`src/rtl/traffic_pkg.sv`:
```
// Shared types and constants for the intersection phase controller.
// TRAFFIC_WALK_FLASH_EN adds the WALK_FLASH state to the enum.
package traffic_pkg;

    localparam int unsigned SEC_W  = 8;
    localparam int unsigned LAMP_W = 8;

    typedef enum logic [2:0] {
        ALL_RED_A  = 3'd0,
        A_GREEN    = 3'd1,
        A_YELLOW   = 3'd2,
        ALL_RED_B  = 3'd3,
        B_GREEN    = 3'd4,
        B_YELLOW   = 3'd5,
        WALK       = 3'd6
`ifdef TRAFFIC_WALK_FLASH_EN
        , WALK_FLASH = 3'd7
`endif
    } state_t;

    localparam int unsigned DEF_GREEN_A_S = 10;
    localparam int unsigned DEF_GREEN_B_S = 10;
    localparam int unsigned DEF_YELLOW_S  = 3;
    localparam int unsigned DEF_ALLRED_S  = 1;
    localparam int unsigned DEF_WALK_S    = 6;
    localparam int unsigned DEF_FLASH_S   = 4;

    // Bit positions inside the registered lamp vector
    localparam logic [2:0] LAMP_GA = 3'd0;
    localparam logic [2:0] LAMP_YA = 3'd1;
    localparam logic [2:0] LAMP_RA = 3'd2;
    localparam logic [2:0] LAMP_GB = 3'd3;
    localparam logic [2:0] LAMP_YB = 3'd4;
    localparam logic [2:0] LAMP_RB = 3'd5;
    localparam logic [2:0] LAMP_GW = 3'd6;
    localparam logic [2:0] LAMP_RW = 3'd7;

    localparam logic [LAMP_W-1:0] LAMP_ALL_RED = 8'hA4;

endpackage

```
`src/rtl/traffic_phase_ctrl_if.sv`:
```
// Tick/request inputs and lamp outputs of the phase controller.
interface traffic_phase_ctrl_if;
    logic tick_1hz;
    logic tick_2hz;
    logic walk_req;
    logic Ga, Ya, Ra;
    logic Gb, Yb, Rb;
    logic Gw, Rw;

    modport master (
        output tick_1hz, tick_2hz, walk_req,
        input  Ga, Ya, Ra, Gb, Yb, Rb, Gw, Rw
    );

    modport slave (
        input  tick_1hz, tick_2hz, walk_req,
        output Ga, Ya, Ra, Gb, Yb, Rb, Gw, Rw
    );
endinterface

```
`src/rtl/walk_req_sync.sv`:
```
// Two-flop synchronizer for the pedestrian button plus a rising-edge detector.
module walk_req_sync (
    input  logic clk,
    input  logic rst,
    input  logic req,
    output logic rise_c
);
    localparam int unsigned SYNC_W = 3;

    logic [SYNC_W-1:0] sync_q, sync_d;

    always_comb begin
        sync_d = {sync_q[SYNC_W-2:0], req};
    end

    always_ff @(posedge clk) begin
        if (rst) sync_q <= '0;
        else     sync_q <= sync_d;
    end

    // Stage 2 is the last metastability-safe bit; stage 3 holds its previous value
    assign rise_c = sync_q[1] & ~sync_q[2];

endmodule

```
`src/rtl/traffic_phase_ctrl.sv`:
```
// Moore phase sequencer for two roads plus a pedestrian crossing.
// TRAFFIC_WALK_FLASH_EN enables the flashing don't-walk interval.
module traffic_phase_ctrl
    import traffic_pkg::*;
#(
    parameter int unsigned GREEN_A_S = DEF_GREEN_A_S,
    parameter int unsigned GREEN_B_S = DEF_GREEN_B_S,
    parameter int unsigned YELLOW_S  = DEF_YELLOW_S,
    parameter int unsigned ALLRED_S  = DEF_ALLRED_S,
    parameter int unsigned WALK_S    = DEF_WALK_S,
    parameter int unsigned FLASH_S   = DEF_FLASH_S
) (
    input  logic                 clk,
    input  logic                 rst,
    traffic_phase_ctrl_if.slave  bus
);

    state_t             state_q, state_d;
    state_t             seq_next_c;
    logic [SEC_W-1:0]   sec_cnt_q, sec_cnt_d;
    logic [SEC_W-1:0]   last_sec_c;
    logic               walk_pending_q, walk_pending_d;
    logic [LAMP_W-1:0]  lamp_q, lamp_d;
    logic               walk_rise_c;
    logic               in_walk_c;
    logic               flash_c;

    walk_req_sync u_walk_req_sync (
        .clk    (clk),
        .rst    (rst),
        .req    (bus.walk_req),
        .rise_c (walk_rise_c)
    );

    // Final second count of the current state
    always_comb begin
        last_sec_c = SEC_W'(ALLRED_S - 1);
        case (state_q)
            A_GREEN:    last_sec_c = SEC_W'(GREEN_A_S - 1);
            A_YELLOW:   last_sec_c = SEC_W'(YELLOW_S - 1);
            B_GREEN:    last_sec_c = SEC_W'(GREEN_B_S - 1);
            B_YELLOW:   last_sec_c = SEC_W'(YELLOW_S - 1);
            WALK:       last_sec_c = SEC_W'(WALK_S - 1);
`ifdef TRAFFIC_WALK_FLASH_EN
            WALK_FLASH: last_sec_c = SEC_W'(FLASH_S - 1);
`endif
            default:    last_sec_c = SEC_W'(ALLRED_S - 1);
        endcase
    end

    // Successor phase once the current one expires
    always_comb begin
        seq_next_c = ALL_RED_A;
        case (state_q)
            ALL_RED_A:  seq_next_c = A_GREEN;
            A_GREEN:    seq_next_c = A_YELLOW;
            A_YELLOW:   seq_next_c = ALL_RED_B;
            ALL_RED_B:  seq_next_c = B_GREEN;
            B_GREEN:    seq_next_c = B_YELLOW;
            B_YELLOW:   seq_next_c = walk_pending_q ? WALK : ALL_RED_A;
`ifdef TRAFFIC_WALK_FLASH_EN
            WALK:       seq_next_c = WALK_FLASH;
`endif
            default:    seq_next_c = ALL_RED_A;
        endcase
    end

`ifdef TRAFFIC_WALK_FLASH_EN
    logic flash_phase_q, flash_phase_d;

    assign in_walk_c = (state_q == WALK) || (state_q == WALK_FLASH);

    // Exit from WALK_FLASH wins over a coincident half-second toggle
    always_comb begin
        flash_phase_d = flash_phase_q;
        if (state_d == WALK_FLASH && state_q != WALK_FLASH)
            flash_phase_d = 1'b1;
        else if (state_q == WALK_FLASH && state_d == WALK_FLASH && bus.tick_2hz)
            flash_phase_d = ~flash_phase_q;
    end

    always_ff @(posedge clk) begin
        if (rst) flash_phase_q <= 1'b1;
        else     flash_phase_q <= flash_phase_d;
    end

    assign flash_c = flash_phase_d;
`else
    logic                  unused_tick_2hz;
    localparam int unsigned unused_flash_s = FLASH_S;

    assign unused_tick_2hz = bus.tick_2hz;
    assign in_walk_c       = (state_q == WALK);
    assign flash_c         = 1'b1;
`endif

    // Next state, second counter and walk request latch
    always_comb begin
        state_d        = state_q;
        sec_cnt_d      = sec_cnt_q;
        walk_pending_d = walk_pending_q;

        if (bus.tick_1hz) begin
            if (sec_cnt_q == last_sec_c) begin
                state_d   = seq_next_c;
                sec_cnt_d = '0;
            end else begin
                sec_cnt_d = sec_cnt_q + SEC_W'(1);
            end
        end

        if (walk_rise_c && !in_walk_c)
            walk_pending_d = 1'b1;
        if (state_d == WALK && state_q != WALK)
            walk_pending_d = 1'b0;
    end

    // Lamps are decoded from the next state so they register alongside it
    always_comb begin
        lamp_d          = '0;
        lamp_d[LAMP_RA] = 1'b1;
        lamp_d[LAMP_RB] = 1'b1;
        lamp_d[LAMP_RW] = 1'b1;
        case (state_d)
            A_GREEN:    begin lamp_d[LAMP_GA] = 1'b1; lamp_d[LAMP_RA] = 1'b0; end
            A_YELLOW:   begin lamp_d[LAMP_YA] = 1'b1; lamp_d[LAMP_RA] = 1'b0; end
            B_GREEN:    begin lamp_d[LAMP_GB] = 1'b1; lamp_d[LAMP_RB] = 1'b0; end
            B_YELLOW:   begin lamp_d[LAMP_YB] = 1'b1; lamp_d[LAMP_RB] = 1'b0; end
            WALK:       begin lamp_d[LAMP_GW] = 1'b1; lamp_d[LAMP_RW] = 1'b0; end
`ifdef TRAFFIC_WALK_FLASH_EN
            WALK_FLASH: lamp_d[LAMP_RW] = flash_c;
`endif
            default:    lamp_d[LAMP_RW] = flash_c | ~in_walk_c | 1'b1;
        endcase
    end

    always_ff @(posedge clk) begin
        if (rst) begin
            state_q        <= ALL_RED_A;
            sec_cnt_q      <= '0;
            walk_pending_q <= 1'b0;
            lamp_q         <= LAMP_ALL_RED;
        end else begin
            state_q        <= state_d;
            sec_cnt_q      <= sec_cnt_d;
            walk_pending_q <= walk_pending_d;
            lamp_q         <= lamp_d;
        end
    end

    assign bus.Ga = lamp_q[LAMP_GA];
    assign bus.Ya = lamp_q[LAMP_YA];
    assign bus.Ra = lamp_q[LAMP_RA];
    assign bus.Gb = lamp_q[LAMP_GB];
    assign bus.Yb = lamp_q[LAMP_YB];
    assign bus.Rb = lamp_q[LAMP_RB];
    assign bus.Gw = lamp_q[LAMP_GW];
    assign bus.Rw = lamp_q[LAMP_RW];

endmodule
```
`src/flat_wrapper.sv`:
```
// flat-port wrapper written by rule: the top's interface ports become plain ports
module traffic_phase_ctrl_flat import traffic_pkg::*;
#(
    parameter int unsigned GREEN_A_S = DEF_GREEN_A_S,
    parameter int unsigned GREEN_B_S = DEF_GREEN_B_S,
    parameter int unsigned YELLOW_S  = DEF_YELLOW_S,
    parameter int unsigned ALLRED_S  = DEF_ALLRED_S,
    parameter int unsigned WALK_S    = DEF_WALK_S,
    parameter int unsigned FLASH_S   = DEF_FLASH_S
)
  (clk, rst, bus_tick_1hz, bus_tick_2hz, bus_walk_req, bus_Ga, bus_Ya, bus_Ra, bus_Gb, bus_Yb, bus_Rb, bus_Gw, bus_Rw);
  traffic_phase_ctrl_if bus_i ();
  input  logic clk;
  input  logic rst;
  input wire logic [$bits(bus_i.tick_1hz)-1:0] bus_tick_1hz;
  input wire logic [$bits(bus_i.tick_2hz)-1:0] bus_tick_2hz;
  input wire logic [$bits(bus_i.walk_req)-1:0] bus_walk_req;
  output wire logic [$bits(bus_i.Ga)-1:0] bus_Ga;
  output wire logic [$bits(bus_i.Ya)-1:0] bus_Ya;
  output wire logic [$bits(bus_i.Ra)-1:0] bus_Ra;
  output wire logic [$bits(bus_i.Gb)-1:0] bus_Gb;
  output wire logic [$bits(bus_i.Yb)-1:0] bus_Yb;
  output wire logic [$bits(bus_i.Rb)-1:0] bus_Rb;
  output wire logic [$bits(bus_i.Gw)-1:0] bus_Gw;
  output wire logic [$bits(bus_i.Rw)-1:0] bus_Rw;
  assign bus_i.tick_1hz = bus_tick_1hz;
  assign bus_i.tick_2hz = bus_tick_2hz;
  assign bus_i.walk_req = bus_walk_req;
  assign bus_Ga = bus_i.Ga;
  assign bus_Ya = bus_i.Ya;
  assign bus_Ra = bus_i.Ra;
  assign bus_Gb = bus_i.Gb;
  assign bus_Yb = bus_i.Yb;
  assign bus_Rb = bus_i.Rb;
  assign bus_Gw = bus_i.Gw;
  assign bus_Rw = bus_i.Rw;
  traffic_phase_ctrl #(.GREEN_A_S(GREEN_A_S), .GREEN_B_S(GREEN_B_S), .YELLOW_S(YELLOW_S), .ALLRED_S(ALLRED_S), .WALK_S(WALK_S), .FLASH_S(FLASH_S)) u_core (.clk(clk), .rst(rst), .bus(bus_i));
endmodule
```
`config.mk`:
```
export PLATFORM = sky130hd
export DESIGN_NAME = traffic_phase_ctrl_flat
export DESIGN_NICKNAME = d
export VERILOG_FILES = /design/src/rtl/traffic_pkg.sv /design/src/rtl/traffic_phase_ctrl_if.sv /design/src/rtl/walk_req_sync.sv /design/src/rtl/traffic_phase_ctrl.sv /design/src/flat_wrapper.sv
export SDC_FILE = /design/constraint.sdc
export NUM_CORES = 1
export LEC_CHECK = 0
export CELL_PAD_IN_SITES_DETAIL_PLACEMENT = 1
export CELL_PAD_IN_SITES_GLOBAL_PLACEMENT = 1
export CORE_ASPECT_RATIO = 1.5
export CORE_MARGIN = 3
export CORE_UTILIZATION = 43
export DETAILED_ROUTE_END_ITERATION = 6
export PLACE_DENSITY_LB_ADDON = 0.1
export SYNTH_ARGS = -nofsm -noshare
export SYNTH_HDL_FRONTEND = slang
export SYNTH_SLANG_ARGS = --single-unit
```
`constraint.sdc`:
```
create_clock -name clk -period 6.2 [get_ports clk]
set_clock_uncertainty 0.15 [all_clocks]
set_input_delay 0.93 -clock clk [delete_from_list [all_inputs] [get_ports clk]]
set_output_delay 0.93 -clock clk [all_outputs]
set_load 0.005 [all_outputs]
```
After elaboration in Yosys (flattened, before gate mapping)
Cells that the tools add are included.
{ "totals": {"reg_bits": 23, "out_inout_bits": 8, "wordCells": 44, "inputBits": 5} }
{ "classes": {"n_reduce_logical": 9, "n_mux": 14, "n_bitwise": 2, "add_sub_neg": 1, "n_eq_ne": 13} }
{ "ops": {"columns": ["operator", "count"], "rows": [
  ["== test 3 bit, second input constant", 6],
  ["one-hot mux 3 bit (6 select lines)", 1],
  ["one-hot mux 4 bit (3 select lines)", 1],
  ["OR reduction 2 bit", 5],
  ["== test 3 x 2 -> 1 bit, second input constant", 3],
  ["2-to-1 mux 3 bit", 3],
  ["adder 8 x 1 -> 8 bit, second input constant", 1],
  ["== test 8 x 4 -> 1 bit", 1],
  ["2-to-1 mux 1 bit", 8],
  ["2-to-1 mux 8 bit", 1],
  ["== test 3 x 1 -> 1 bit, second input constant", 2],
  ["logical NOT 3 bit", 1],
  ["inequality test 3 bit, second input constant", 1],
  ["logical AND 1 bit", 2],
  ["bitwise AND 1 bit", 1],
  ["logical NOT 1 bit", 1],
  ["NOT 1 bit", 1]
]} }

Longest topological paths before layout
{ "logic_depth": {"depth_word": 9, "depth_mapped": 7, "ltp_nobuf": 5} }

Modules after synthesis
From an unflattened synthesis, not the netlist that was laid out.
{ "hier_totals": {"hier_cells": 125, "hier_area_um2": 1163.6} }
{ "modules_own_cells": {"columns": ["mod", "cells_per_inst", "instances", "area_each_um2", "seq_area_each_um2"], "rows": [
  ["traffic_phase_ctrl", 118, 1, 1076.0, 400.4],
  ["walk_req_sync", 7, 1, 87.6, 60.1]
]} }

Worst setup path before layout
Ideal clock, no wire load.
{ "synth_timing": {"path_type": "input-to-reg", "from": "in bus_tick_1hz", "to": "reg u_core.walk_pending_q", "path_buffers": 1, "setup_ns": 0.125, "required_time_ns": 5.925, "t_arrival_ns": 2.005, "stages": 5, "slack_ns": 3.920, "cell_sequence": "clkbuf_1 -> nand4_1 -> a211oi_2 -> nand3_2 -> o41a_1"} }
{ "synth_via": {"elab_chain_cells": 4} }
{ "synth_lines": {"columns": ["item", "line_no", "rtl"], "rows": [
  ["start: declaration", "flat_wrapper.sv:15", "input wire logic [$bits(bus_i.tick_1hz)-1:0] bus_tick_1hz;"],
  ["2-to-1 mux 3 bit", "traffic_phase_ctrl.sv:103", "if (bus.tick_1hz) begin"],
  ["== test 3 bit", "traffic_phase_ctrl.sv:114", "if (state_d == WALK && state_q != WALK)"],
  ["logical AND 1 bit", "traffic_phase_ctrl.sv:114", null],
  ["OR reduction 2 bit (no source line)", null, null],
  ["end signal: assignment", "traffic_phase_ctrl.sv:146", "walk_pending_q <= walk_pending_d;"],
  ["end: declaration", "traffic_phase_ctrl.sv:22", "logic walk_pending_q, walk_pending_d;"]
]} }
No other way between the ends.
A chain may end at the register's enable or synchronous reset.

Worst setup path after layout
{ "layout_timing": {"from": "in bus_tick_1hz", "to": "reg u_core.lamp_q[6]"} }
{ "layout_via": {"elab_chain_cells": 3} }
{ "layout_lines": {"columns": ["item", "line_no", "rtl"], "rows": [
  ["2-to-1 mux 3 bit", "traffic_phase_ctrl.sv:103", null],
  ["== test 3 bit", "traffic_phase_ctrl.sv:124", "case (state_d)"],
  ["2-to-1 mux 1 bit", "traffic_phase_ctrl.sv:124", null],
  ["end signal: assignment", "traffic_phase_ctrl.sv:147", "lamp_q <= lamp_d;"],
  ["end: declaration", "traffic_phase_ctrl.sv:23", "logic [LAMP_W-1:0] lamp_q, lamp_d;"]
]} }
No other way between the ends.

==> results.toml <==
[timing]
rsz0062_at_grt = "no"
finalHoldViolations = 0
max_freq_ghz = 0.354
post-route-min-period_ns = 2.82
fin_setup_tns_ns = 0
relSlewSlack = 0.483
maxSlewViolCount = 0
setup_violations = 0
worstMarginPinSlew_ns = 0.773
period_share = 0.455

[yosys]
yosys.area.top_type = "dfxtp_1"
synthArstFlopShare = 0
ys_ff_latch = 23
synth_area_sq_um = 1050
ys_types = 37
synth.yosys.seq_area_share = 0.440
synthesis.area_per_instance_sq_um = 9.03
syn_nets = 122
synthTopCellsByArea = "dfxtp_1, nor3_1, xnor2_1, nor2b_1, a21oi_1"
synthesis.instances = 116
ys.flop_type = "dfxtp_1"
synth-edff-count = 0
yosysWarnings = 0
yosysTopAreaCellShare = 0.440

[worst_setup_path]
worst_setup_path_end_kind = "flip-flop"
cp_max_fo = 11
r2r_slack_ns = 3.51
r2r-end = "u_core.lamp_q[6]$_SDFF_PP0_"
cp.arrival_ns = 2.84
ff2ff_path_depth = 5
start_kind = "input pin"
crit_type = "in2reg"
r2r-start = "u_core.state_q[1]$_SDFF_PP0_"
crit_required_ns = 6.21

[route]
drt_iter0_markers = 26
wirelength_microns = 2260
drc = 0
dr.pass1.iters = 4
antenna_left = 0
vias = 875
wl_per_cell_microns = 15.5
vias_per_cell = 5.99

[cells_and_area]
post-route-util = 0.515
final_common_cell = "dfxtp_1"
synthToLayoutAreaGrowth_pct = 12.3
layout_common_cells = "dfxtp_1, clkdlybuf4s50_1, nor3_1"
drive_gt1_frac = 0.0650
n_antenna_cell = 0
fillers = 275
design.final.nets = 130

[clock_network]
cts_tree = "done"
clock_latency_ns = 0.30
hold_buffers = 0
numCtsBuffers = 3
cts_resized = 0
clock-sinks = 23
cts_setup_buffers = 0
cts_max_path_buffers = 2
htreeDepth = 1
cts-root-buf = "clkbuf_4"
clk_pin_slew_ns = 0.11

[die]
fp.dieW_microns = 46.3
boundaryPins = 13
core_sq_um = 2290
die_area_sq_um = 3080
die_h_microns = 66.4
initial_utilization = 0.458
rows = 21

[power]
power-per-cell-area_nw_per_um2 = 241
p_sw_uw = 77.4
p_sw_frac = 0.273
p_int_uw = 206
combPwrFrac = 0.186
ir_drop_uv = 154
power.leakage_uw = 0.000423
clkPwrFrac = 0.232
p_total_uw = 283
seq_power_share = 0.582

[hold_path]
min_path_type = "reg2reg"
hold_depth = 1
min-delay-start = "u_core.u_walk_req_sync.sync_q[0]$_SDFF_PP0_"
hold_end = "u_core.u_walk_req_sync.sync_q[1]$_SDFF_PP0_"

[placement]
dp_hpwl_microns = 1740
gp_congestion = 0.756
port_buffers = 11

[global_route]
grt_max_degree = 18
grt_pass1_vias = 962
overflow = 0
grt_pass1_wl_microns = 4040
antenna_found_initial = 0
grt_util_all_layers = 0.181

[run_status]
status = "complete, no violations"

[run]
drv_cap = 0
==> power by group through the flow <==
stage / registers, uW / clock network, uW / logic (uW)
3_5_place_dp: 168 / 0 / 53.3
3_3_place_gp: 168 / 0 / 51.6
2_1_floorplan: 163 / 0 / 42.2
6_report: 165 / 65.8 / 52.7
4_1_cts: 165 / 70.3 / 53.5
5_1_grt: 167 / 79.2 / 58.8
==> synth_stat cells (all sizes together) (4+ instances only) <==
master	number
dfxtp	23
nor3	10
nor2	7
a21oi	6
nand2	6
clkbuf	5
nor2b	5
or3	5
xnor2	5
nand4	4
o21ai	4
==> worst max-delay path, cell delays in order <==
cell	delay, ns
clkdlybuf4s50_1	0.61
nand4_1	0.18
a211o_1	0.32
nor2_1	0.61
o32ai_1	0.18
==> logic make-up (layout without fill, tap and decap cells) <==
family / Yosys count / after routing / share of synthesized area
buffers and inverters: 11 / 18 / 0.0454
adders and majority gates: 1 / 1 / 0.0119
muxes: 3 / 3 / 0.0311
DFF: 23 / 23 / 0.440
xor gates and xnor gates: 8 / 8 / 0.0669
AOI/OAI and AO/OA: 23 / 23 / 0.155
and+or+nand+nor: 47 / 47 / 0.250
==> state kept, by name (all words and copies together) (netlist names) <==
register,cells
u_core.state_q,3
u_core.walk_pending_q,1
u_core.u_walk_req_sync.sync_q,3
u_core.lamp_q,8
u_core.sec_cnt_q,8
==> area by class of cell <==
type                            count  area, sq um  share of cell area
Tap cell                           23         28.8              0.0245
Timing Repair Buffer               11          110              0.0936
Clock buffer                        4         26.3              0.0223
Inverter                            3         11.3             0.00957
Sequential cell                    23          460               0.391
Multi-Input combinational cell     82          539               0.459
==> layer usage <==
metal	up-vias	part of all wire	global-route usage
met5	-	0	0
met4	0	0.020	0.0925
met3	4	0.019	0.0272
met2	8	0.56	0.329
met1	434	0.40	0.186
li1	429	-	-
==> metrics by stage <==
stage | instance area, sq um | hold slack (ns) | instances | worst slack [ns]
floorplan | 1050 | 0.264 | 116 | 3.92
global placement | 1150 | 0.278 | 142 | 3.05
detailed placement | 1150 | 0.293 | 142 | 3.00
CTS | 1180 | 0.316 | 146 | 3.34
global route | 1180 | 0.330 | 146 | 3.24
finish | 1180 | 0.312 | 146 | 3.38
==> worst max-delay path by stage <==
stage / from / end / slack [ns] / cells after the start
3_3_place_gp: bus_tick_1hz / u_core.lamp_q[6]$_SDFF_PP0_ / 3.05 / 5
3_5_place_dp: bus_tick_1hz / u_core.lamp_q[6]$_SDFF_PP0_ / 3.00 / 5
6_report: bus_tick_1hz / u_core.lamp_q[6]$_SDFF_PP0_ / 3.38 / 5
2_1_floorplan: bus_tick_1hz / u_core.walk_pending_q$_SDFFE_PP0P_ / 3.92 / 5
4_1_cts: bus_tick_1hz / u_core.lamp_q[6]$_SDFF_PP0_ / 3.34 / 5
5_1_grt: bus_tick_1hz / u_core.lamp_q[6]$_SDFF_PP0_ / 3.24 / 5
No activity file was read; power rests on OpenSTA's default activity.
==> edit, RTL diff (same flow settings) <==
Change the package constant `SEC_W` from 8 to 9.
--- a/src/rtl/traffic_pkg.sv
+++ b/src/rtl/traffic_pkg.sv
@@ -4,3 +4,3 @@
 
-    localparam int unsigned SEC_W  = 8;
+    localparam int unsigned SEC_W  = 9;
     localparam int unsigned LAMP_W = 8;
Function: no difference found for any inputs over 10 cycles, from zero or initial values and one cycle with rst high; that may be too few to reach the edited logic, so the function may still have changed.
==> edit against the original RTL <==
  * Sequential cell count is 1 higher
  * Synthesized area is 18% higher
  * Worst setup slack worse by 0.52 ns
  * Wire length is 22% higher
  * First-iteration DRC count is 38% lower
  * Design area is 19% higher
Power is not compared: it rests on default switching activity, and its combinational part moved more than twofold at a synthesized area within 25%.
==> edit: results (changes against the original RTL) <==
======================================================================================
DPL Wire Length .........................................................     1.958 mm   was 1.737 mm
Depth of the worst register-to-register path ............................            5   unchanged
Run status ..............................................................    completed   unchanged
Largest registers ....................................................... u_core.sec_cnt_q (9), u_core.lamp_q (8)   was u_core.lamp_q (8), u_core.sec_cnt_q (8)
Pre-CTS WS ..............................................................     2.552 ns   was 3.004 ns
Post-layout net count ...................................................          143   was 130
Violation count after the first detailed-routing iteration ..............           16   was 26
Clock Latency Late Sink .................................................      0.27 ns   was 0.30 ns
Total of fill cells in the finished design ..............................          330   was 275
Maximum single-stage delay on the critical path .........................      0.62 ns
Largest cells by area after synthesis ................................... sky130_fd_sc_hd__dfxtp_1 (39%), sky130_fd_sc_hd__xor2_1 (5.0%), sky130_fd_sc_hd__nor3_1 (4.1%)   was sky130_fd_sc_hd__dfxtp_1 (44%), sky130_fd_sc_hd__nor3_1 (4.8%), sky130_fd_sc_hd__xnor2_1 (4.2%)
Ranking of synthesized cells by instance count .......................... sky130_fd_sc_hd__dfxtp_1 (24), sky130_fd_sc_hd__nor3_1 (10), sky130_fd_sc_hd__nand2_1 (8)   was sky130_fd_sc_hd__dfxtp_1 (23), sky130_fd_sc_hd__nor3_1 (10), sky130_fd_sc_hd__nor2_1 (7)
Clock sink total ........................................................           24   was 23
Sequential cell area fraction in the yosys report .......................       0.3895   was 0.4397
Number of distinct standard cells referenced by the synthesized netlist .           44   was 37
Critical-path maximum fanout ............................................           15   was 11
Cell with the biggest individual delay on the critical path ............. sky130_fd_sc_hd__nor3_4   was sky130_fd_sc_hd__clkdlybuf4s50_1
Setup slack, reg-to-reg .................................................      3.50 ns   was 3.51 ns
Slew HR .................................................................       0.4436   was 0.4825
Routed Wire Length ......................................................     2.744 mm   was 2.256 mm
Worst hold margin .......................................................    0.3058 ns   was 0.3122 ns
Final estimated routing congestion in global placement ..................       0.7926   was 0.7561
Critical register-to-register path endpoint ............................. u_core.lamp_q[0]   was u_core.lamp_q[6]
Clock Pin Slew Worst Setup and Hold Paths ...............................      0.09 ns   was 0.11 ns
Endpoint, Worst Hold .................................................... u_core.u_walk_req_sync.sync_q[1]   unchanged
Global-route wire length before repair ..................................     4.685 mm   was 4.036 mm
Inserted Clock Buffers ..................................................            3   unchanged
Proportion of layout cells with a drive suffix above 1 ..................      0.07353   was 0.06504
Pin count of the biggest net entering global routing ....................           25   was 18
Arrival time at the worst endpoint ......................................      3.40 ns   was 2.84 ns
Master cell of the clock root buffer .................................... sky130_fd_sc_hd__clkbuf_8   was sky130_fd_sc_hd__clkbuf_4
Total track usage .......................................................       0.1687   was 0.1807
DR vias .................................................................         1021   was 875
======================================================================================
edit: final cells by class:
cell class,count,area (µm²),share of cell area
Clock buffer,4,55.05,0.03939
Inverter,3,11.26,0.008057
Multi-Input combinational cell,94,694.4,0.4969
Sequential cell,24,480.5,0.3438
Tap cell,37,46.29,0.03312
Timing Repair Buffer,11,110.1,0.07878
edit: power by group through the flow:
stage	registers, mW	clock network [mW]	logic, mW
after floorplan	0.179	0	0.105
final	0.190	0.108	0.122
after detailed placement	0.194	0	0.123
after global routing	0.194	0.115	0.135
after global placement	0.193	0	0.118
after CTS	0.190	0.112	0.124
edit: through the flow:
stage / instance area, µm² / cells
finish: 1398 / 173
global route: 1398 / 173
CTS: 1398 / 173
detailed placement: 1343 / 169
global placement: 1343 / 169
floorplan: 1234 / 131
edit: cell families (layout without fill, tap and decap cells):
family,count (synthesis),count (layout),share of synthesized area
DFF,24,24,0.3895
AOI/OAI and AO/OA,27,27,0.1765
buffers and inverters,13,18,0.04767
adders and majority gates,1,1,0.01014
xor gates and xnor gates,9,9,0.06390
and+or+nand+nor,53,53,0.2799
muxes,4,4,0.03246
edit: how the worst max path moves through the flow:
stage               slack [ns]                  end          from
floorplan                 3.57  u_core.sec_cnt_q[3]  bus_tick_1hz
global placement          2.59     u_core.lamp_q[4]  bus_tick_1hz
detailed placement        2.55     u_core.lamp_q[0]  bus_tick_1hz
CTS                       2.84     u_core.lamp_q[0]  bus_tick_1hz
global route              2.72     u_core.lamp_q[0]  bus_tick_1hz
finish                    2.85     u_core.lamp_q[0]  bus_tick_1hz
edit: layer usage:
metal | vias to the layer above | wire length [µm] | GRT usage | share of wire
met5 | - | 0 | 0 | 0
met4 | 0 | 38 | 0.08615 | 0.014
met3 | 4 | 62 | 0.02287 | 0.023
met2 | 13 | 1522 | 0.3137 | 0.55
met1 | 509 | 1120 | 0.1813 | 0.41
li1 | 495 | - | - | -
edit: critical path, delay by kind of cell:
kind / cells / cell delay (ns)
buffers and inverters: 1 / 0.59
and+or+nand+nor: 2 / 1.13
muxes: 1 / 0.26
AOI/OAI and AO/OA: 2 / 0.49
